### src/rtl/c7bcsr_intc.sv
// rtl/c7bcsr_intc.sv - interrupt pending/request controller for the c7b CSR unit
//
// Purpose:
//   Collects interrupt sources into the ESTAT.IS pending vector and raises a
//   registered request toward the pipeline's exception logic.
//   - TI: set on a rising edge of the timer pulse, cleared by TICLR.CLR.
//   - HWI: external levels after a SYNC_STAGES-deep synchronizer.
//   - SWI: two software bits written through ESTAT.IS[1:0].
//   Pending bits are masked by ECFG.LIE and CRMD.IE. The highest pending
//   index is requested through an IDLE/REQ/BLOCK handshake.
//
// Ports:
//   clk          in   sole clock
//   resetn       in   asynchronous active-low reset
//   timer_intr   in   timer expiry pulse
//   hwi          in   [HWI_N-1:0] asynchronous external interrupt levels
//   swi_wr       in   write strobe for ESTAT.IS[1:0]
//   swi_wdata    in   [1:0] SWI write data
//   ticlr_wr     in   write strobe for TICLR
//   ticlr_wdata  in   TICLR.CLR bit
//   lie          in   [11:0] ECFG.LIE mask, same layout as estat_is
//   gie          in   CRMD.IE global enable
//   estat_is     out  [11:0] {TI, 0, HWI[7:0], SWI[1:0]}
//   int_req      out  registered interrupt request
//   int_vec      out  [3:0] index of the requested interrupt
//   int_ack      in   single-cycle acknowledge from the pipeline

module c7bcsr_intc #(
  parameter int HWI_N       = 8,
  parameter int SYNC_STAGES = 2
) (
  input  logic             clk,
  input  logic             resetn,
  input  logic             timer_intr,
  input  logic [HWI_N-1:0] hwi,
  input  logic             swi_wr,
  input  logic [1:0]       swi_wdata,
  input  logic             ticlr_wr,
  input  logic             ticlr_wdata,
  input  logic [11:0]      lie,
  input  logic             gie,
  output logic [11:0]      estat_is,
  output logic             int_req,
  output logic [3:0]       int_vec,
  input  logic             int_ack
);

  localparam logic [1:0] ST_IDLE  = 2'd0;
  localparam logic [1:0] ST_REQ   = 2'd1;
  localparam logic [1:0] ST_BLOCK = 2'd2;

  // Timer edge detect and TI pending bit
  logic ti_q, ti_d;
  logic ti_pend_q, ti_pend_d;
  logic ti_rise;

  // HWI synchronizer chain; the last stage is what software sees
  logic [HWI_N-1:0] hwi_sync_q [SYNC_STAGES];
  logic [HWI_N-1:0] hwi_sync_d [SYNC_STAGES];

  // Software interrupt bits
  logic [1:0] swi_q, swi_d;

  // Request FSM
  logic [1:0] state_q, state_d;
  logic       int_req_q, int_req_d;
  logic [3:0] int_vec_q, int_vec_d;

  logic [11:0] pend;
  logic        fire;
  logic [3:0]  prio_idx;

  assign ti_rise = timer_intr & ~ti_q;

  always_comb begin
    ti_d      = timer_intr;
    ti_pend_d = ti_pend_q;
    // Clear first so that a coincident rising edge wins.
    if (ticlr_wr && ticlr_wdata) begin
      ti_pend_d = 1'b0;
    end
    if (ti_rise) begin
      ti_pend_d = 1'b1;
    end
  end

  always_comb begin
    for (int s = 0; s < SYNC_STAGES; s++) begin
      hwi_sync_d[s] = hwi_sync_q[s];
    end
    hwi_sync_d[0] = hwi;
    for (int s = 1; s < SYNC_STAGES; s++) begin
      hwi_sync_d[s] = hwi_sync_q[s-1];
    end
  end

  always_comb begin
    swi_d = swi_q;
    if (swi_wr) begin
      swi_d = swi_wdata;
    end
  end

  // Everything in the pending vector comes straight from flops, so there is
  // no combinational path from any input to estat_is.
  assign estat_is = {ti_pend_q, 1'b0, hwi_sync_q[SYNC_STAGES-1], swi_q};

  assign pend = estat_is & lie;
  assign fire = gie & (|pend);

  // Highest set index wins: later iterations overwrite earlier ones.
  always_comb begin
    prio_idx = 4'd0;
    for (int i = 0; i < 12; i++) begin
      if (pend[i]) begin
        prio_idx = i[3:0];
      end
    end
  end

  always_comb begin
    state_d   = state_q;
    int_req_d = int_req_q;
    int_vec_d = int_vec_q;
    case (state_q)
      ST_IDLE: begin
        if (fire) begin
          state_d   = ST_REQ;
          int_req_d = 1'b1;
          int_vec_d = prio_idx;
        end
      end
      ST_REQ: begin
        // int_vec stays frozen for the whole request, even if a
        // higher-priority source shows up meanwhile.
        if (int_ack) begin
          state_d   = ST_BLOCK;
          int_req_d = 1'b0;
        end else if (!fire) begin
          state_d   = ST_IDLE;
          int_req_d = 1'b0;
        end
      end
      ST_BLOCK: begin
        // Wait for the handler to clear CRMD.IE before re-arming, otherwise
        // the still-pending source would immediately re-request.
        int_req_d = 1'b0;
        if (!gie) begin
          state_d = ST_IDLE;
        end
      end
      default: begin
        state_d   = ST_IDLE;
        int_req_d = 1'b0;
      end
    endcase
  end

  always_ff @(posedge clk or negedge resetn) begin
    if (!resetn) begin
      ti_q      <= 1'b0;
      ti_pend_q <= 1'b0;
      for (int s = 0; s < SYNC_STAGES; s++) begin
        hwi_sync_q[s] <= '0;
      end
      swi_q     <= 2'b00;
      state_q   <= ST_IDLE;
      int_req_q <= 1'b0;
      int_vec_q <= 4'd0;
    end else begin
      ti_q      <= ti_d;
      ti_pend_q <= ti_pend_d;
      for (int s = 0; s < SYNC_STAGES; s++) begin
        hwi_sync_q[s] <= hwi_sync_d[s];
      end
      swi_q     <= swi_d;
      state_q   <= state_d;
      int_req_q <= int_req_d;
      int_vec_q <= int_vec_d;
    end
  end

  assign int_req = int_req_q;
  assign int_vec = int_vec_q;

endmodule
### config.mk
export PLATFORM = sky130hd
export DESIGN_NAME = c7bcsr_intc
export DESIGN_NICKNAME = d
export VERILOG_FILES = /design/src/rtl/c7bcsr_intc.sv
export SDC_FILE = /design/constraint.sdc
export NUM_CORES = 1
export LEC_CHECK = 0
export ABC_AREA = 0
export BUFFER_PORTS_ARGS = -buffer_cell sky130_fd_sc_hd__buf_2
export CAP_MARGIN = 5
export CORE_MARGIN = 2
export CORE_UTILIZATION = 44
export DETAILED_ROUTE_END_ITERATION = 8
export HOLD_SLACK_MARGIN = 0.02
export PLACE_DENSITY = 0.85
export SETUP_SLACK_MARGIN = 0.02
export SLEW_MARGIN = 20
export SYNTH_ARGS = -nofsm -noshare
export SYNTH_HDL_FRONTEND = slang
export SYNTH_SLANG_ARGS = --single-unit
### constraint.sdc
create_clock -name clk -period 2.1 [get_ports clk]
set_input_delay 0.105 -clock clk [delete_from_list [all_inputs] [get_ports clk]]
set_output_delay 0.105 -clock clk [all_outputs]
set_load 0.03 [all_outputs]
-- Yosys cells after proc, flatten, opt, wreduce, memory -nomap -nowiden
Index checks and enable logic that the tools add are counted.
- logic and storage cells: 46
- ROM bits: 0
- memories: 0
- input port bits: 30
- flip-flop bits (word level): 27
- RAM bits: 0
- output and inout port bits: 17
- bits in latches: 0
- equal/unequal tests: 5
- multipliers: 0
- bitwise logic cells: 4
- add/subtract/negate cells: 0
- order comparisons: 0
- shifts and indexed selects: 0
- muxes and demuxes: 22
- reductions and logical operators: 7
- div/mod/pow operators: 0
- operators with widths (cell ; number):
    4-bit 2-to-1 mux ; 10
    12-bit bitwise AND ; 1
    12-bit OR reduction ; 1
    2-bit 2-to-1 mux ; 4
    1-bit 2-to-1 mux ; 6
    2-bit case mux with 3 select lines ; 1
    2-bit != test, second input constant ; 2
    2-bit AND reduction ; 2
    3-bit != test, second input constant ; 1
    3-bit AND reduction ; 1
    1-bit bitwise AND ; 2
    2-bit by 1-bit equality test with 1-bit output, second input constant ; 1
    2-bit equality test, second input constant ; 1
    2-bit logical NOT ; 1
    1-bit case mux with 2 select lines ; 1
    2-bit nonzero test ; 1
    1-bit logical AND ; 1
    1-bit inverter ; 1

-- Depth between registers and ports, before layout
- depth after elaboration: 12
- gate-level depth with buffers: 5
- depth with buffers taken out: 5

-- Least setup slack after synthesis
No wires, ideal clock.
- path type: register to register
- from: register hwi_sync_q, in the netlist estat_is[3]
- to: register int_vec_q[1] (netlist: int_vec[1])
- arrival time: 1.562 ns
- setup time: 0.125 ns
- stages on the path, launching flop included: 6
- period minus slack after synthesis: 1.687 ns
- data required time: 1.975 ns
- path slack: 0.413 ns
- buffers on the path: 0
- cell sequence: dfrtp_1 > a22oi_2 > nand2_1 > o311ai_4 > nor2_4 > mux2_4
- word-level cells in the longest chain between the ends: 10
- RTL lines (element ; RTL line ; source):
    start: declaration ; 58 ; logic [HWI_N-1:0] hwi_sync_q [SYNC_STAGES];
    start signal: indexed assignment ; 174 ; hwi_sync_q[s] <= hwi_sync_d[s];
    12-bit bitwise AND * ; 108 ; assign pend = estat_is & lie;
    4-bit 2-to-1 mux (9 in a row) ; 115 ; if (pend[i]) begin
    end signal: assignment ; 179 ; int_vec_q <= int_vec_d;
    end: declaration ; 67 ; logic [3:0] int_vec_q, int_vec_d;
Mark *: on every way between the ends. The rest lies on a longest branch, timed or not.
A chain may end at the register's enable or synchronous reset.

-- Worst setup path after layout
- from: register swi_q[1]
- to: register int_vec_q[3] (netlist: int_vec[3])
- word-level cells in the longest chain between the ends: 4
- RTL lines (element ; RTL line ; source):
    start: declaration ; 62 ; logic [1:0] swi_q, swi_d;
    start signal: assignment ; 176 ; swi_q <= swi_d;
    12-bit bitwise AND ; 108 ;
    12-bit OR reduction ; 109 ; assign fire = gie & (|pend);
    1-bit bitwise AND ; 109 ;
    2-bit AND reduction (no line) ; - ;
No other way between the ends.

==> impl_metrics.yaml <==
yosys:
  yosysWarnings: 0
  syn_inst: 73
  synth_seq_cells: 27
  synth_fp_nets: 103
  synth_edf_count: 0
  synth_area_per_cell_um2: 13.8
  synth-async-reset-ratio: 1.00
  synth_top_area_frac: 0.671
  syn_area_mm2: 0.00101
  yosys-top-cells-count: "dfrtp_1 (27), nand2_1 (12), mux2_4 (3), nand3_1 (3), o21ai_0 (3)"
  ys_types: 26
  synthFlopType: "dfrtp_1"
  yosysTopAreaCell: "dfrtp_1"
  yosysMostFrequentCell: "dfrtp_1"
  synthTopCellsByArea: "dfrtp_1 (67%), mux2_4 (4.5%), nand2_1 (4.5%), o311ai_4 (2.6%), a22oi_2 (2.5%)"
  ys_seq_area_frac: 0.671
grt:
  grtUsageMet2: 0.365
  grt_use_total: 0.188
  grt_max_degree: 28
  antenna_found_initial: 0
  grt-ovfl-total: 0
  grt_pass1_vias: 873
  use_met3: 0.0402
  use_met1: 0.200
  busiest_layer: "met2"
  grt_pass1_wl_um: 3740
die:
  rows: 17
  fp.dieW_um: 51.8
  start_util: 0.460
  core_region_area_mm2: 0.00219
  dieArea_mm2: 0.00269
  die_h_um: 51.8
  io_pins: 47
critical_path:
  worstSetupEndpoint: "int_vec[3]$_DFFE_PN0P_"
  crit_fanout: 5
  rr_worst_depth: 5
  r2r_slack_ps: 440
  reg2reg_to: "int_vec[3]$_DFFE_PN0P_"
  critPathRequiredTime_ps: 2320
  end_kind: "register"
  criticalPathCategory: "register to register"
  critPathLaunch: "swi_q[1]$_DFFE_PN0P_"
  regToRegStartpoint: "swi_q[1]$_DFFE_PN0P_"
  crit_arrival_ps: 1880
  start_kind: "register"
sta:
  skew_ps: 1.83
  slew_violations: 0
  period_needed_ps: 1660
  finalSetupViolations: 0
  setup_ws_ps: 437
  hold_violations: 0
  post-route-period-util: 0.792
  tns_ps: 0
  tightest_slew_ps: 569
  slew_headroom: 0.620
  rsz0062_at_grt: "no"
  fmax_mhz: 601
placement:
  port_buffers: 44
  gp_congestion: 0.743
  placedCellCount: 143
  dpl_worst_slack_ps: 443
  dp.final_hpwl_um: 1500
cts:
  cts_max_path_buffers: 2
  postCtsSetupRepairBufs: 0
  root_buffer: "clkbuf_4"
  insertion_delay_ps: 310
  cts.clk_slew.worst_paths_ps: 140
  cts.sink_count: 27
  cts_made_buffers: 3
  cts_tree: "built"
  cts_resized: 0
  htreeDepth: 1
  cts_hold_buf: 13
hold_path:
  worstHoldStart: "swi_wr"
  hp-class: "input port to register"
routing:
  drc: 0
  ant_nets: 0
  vias_per_cell: 4.84
  wl_per_cell_um: 13.7
  first_iter_violations: 5
  dr.pass1.iters: 3
  num_vias: 774
  wl_um: 2200
job:
  max-cap-violations: 0
pwr:
  ir_worst_vdd_mv: 0.607
  p_leak_nw: 0.692
  total_power_w: 0.00115
  powerDensity_mw_per_mm2: 816
status:
  status: "complete, no violations"
cells_and_area:
  drive_above_1_share: 0.439
  fillers: 167
  final_cells: 160
  area_growth_pct: 39.5
  multi_input_area_um2: 309
  ff_latch_area_um2: 676
  fin_nets: 163
  antenna_cells: 0
==> cells by family (layout without fill, tap and decap cells) <==
logic type,after synthesis,count (layout),share of synthesized area
compound gates,14,14,0.128
buf+inv,4,63,0.0224
flops,27,27,0.671
mux,5,5,0.0671
other cells,1,1,0.00372
simple gates,22,22,0.108
==> metrics by stage <==
stage	hold slack, ps	cell area [µm²]	util
floorplan	-191	1010	-
global placement	118	1250	0.569
detailed placement	128	1250	0.569
CTS	33.3	1410	0.641
global route	58.1	1410	0.641
finish	57.1	1410	0.641
==> flip-flops by register name (all words and copies together) (netlist names) <==
name / flops
estat_is: 8
hwi_sync_d: 8
int_req: 1
int_vec: 4
state_q: 2
swi_q: 2
ti_pend_q: 1
ti_q: 1
==> area by class of cell <==
class / count / share of cell area
sequential: 27 / 0.481
inverter: 2 / 0.00534
tap: 28 / 0.0249
clock inverter: 1 / 0.00356
multi-input combinational: 42 / 0.220
timing repair buffer: 57 / 0.249
clock buffer: 3 / 0.0160
==> metal layers <==
metal / share of wire / routed length (µm) / up-vias
li1: - / - / 374
met1: 0.40 / 870 / 369
met2: 0.54 / 1190 / 27
met3: 0.052 / 115 / 4
met4: 0.012 / 26 / 0
met5: 0 / 0 / -
==> where the power goes <==
part	total (W)	internal (W)	switching [W]
Sequential	0.000619	0.000579	0.0000396
Clock	0.000215	0.0000712	0.000144
Combinational	0.000314	0.000131	0.000183
Total	0.00115	0.000781	0.000366
==> critical path, cell delays in order, from the launching register on <==
cell and delay, ps:
dfrtp_1 430, a22oi_1 210, nand2_1 110, o311ai_4 420
nor2_4 90, mux2_4 310
==> layout by cell type, fill, tap and decap left out, types with 2 or more instances in the layout <==
cell type and instances:
nand2_1 12, mux2_2 2, mux2_4 3, o21ai_0 3, inv_1 2, dfrtp_1 27, nand3_1 3, clkbuf_4 3
a22oi_2 2, buf_2 44, dlygate4sd3_1 13
==> worst min path at each step <==
stage	to	cells past startpoint	slack, ps
after CTS	ti_pend_q$_DFFE_PN0P_	4	30
after global placement	hwi_sync_d[1]$_DFF_PN0_	1	120
after global routing	swi_q[0]$_DFFE_PN0P_	2	60
final	swi_q[0]$_DFFE_PN0P_	2	60
after floorplan	estat_is[2]$_DFF_PN0_	0	-190
after detailed placement	hwi_sync_d[2]$_DFF_PN0_	1	130
Power figures use the tool's default switching activity.
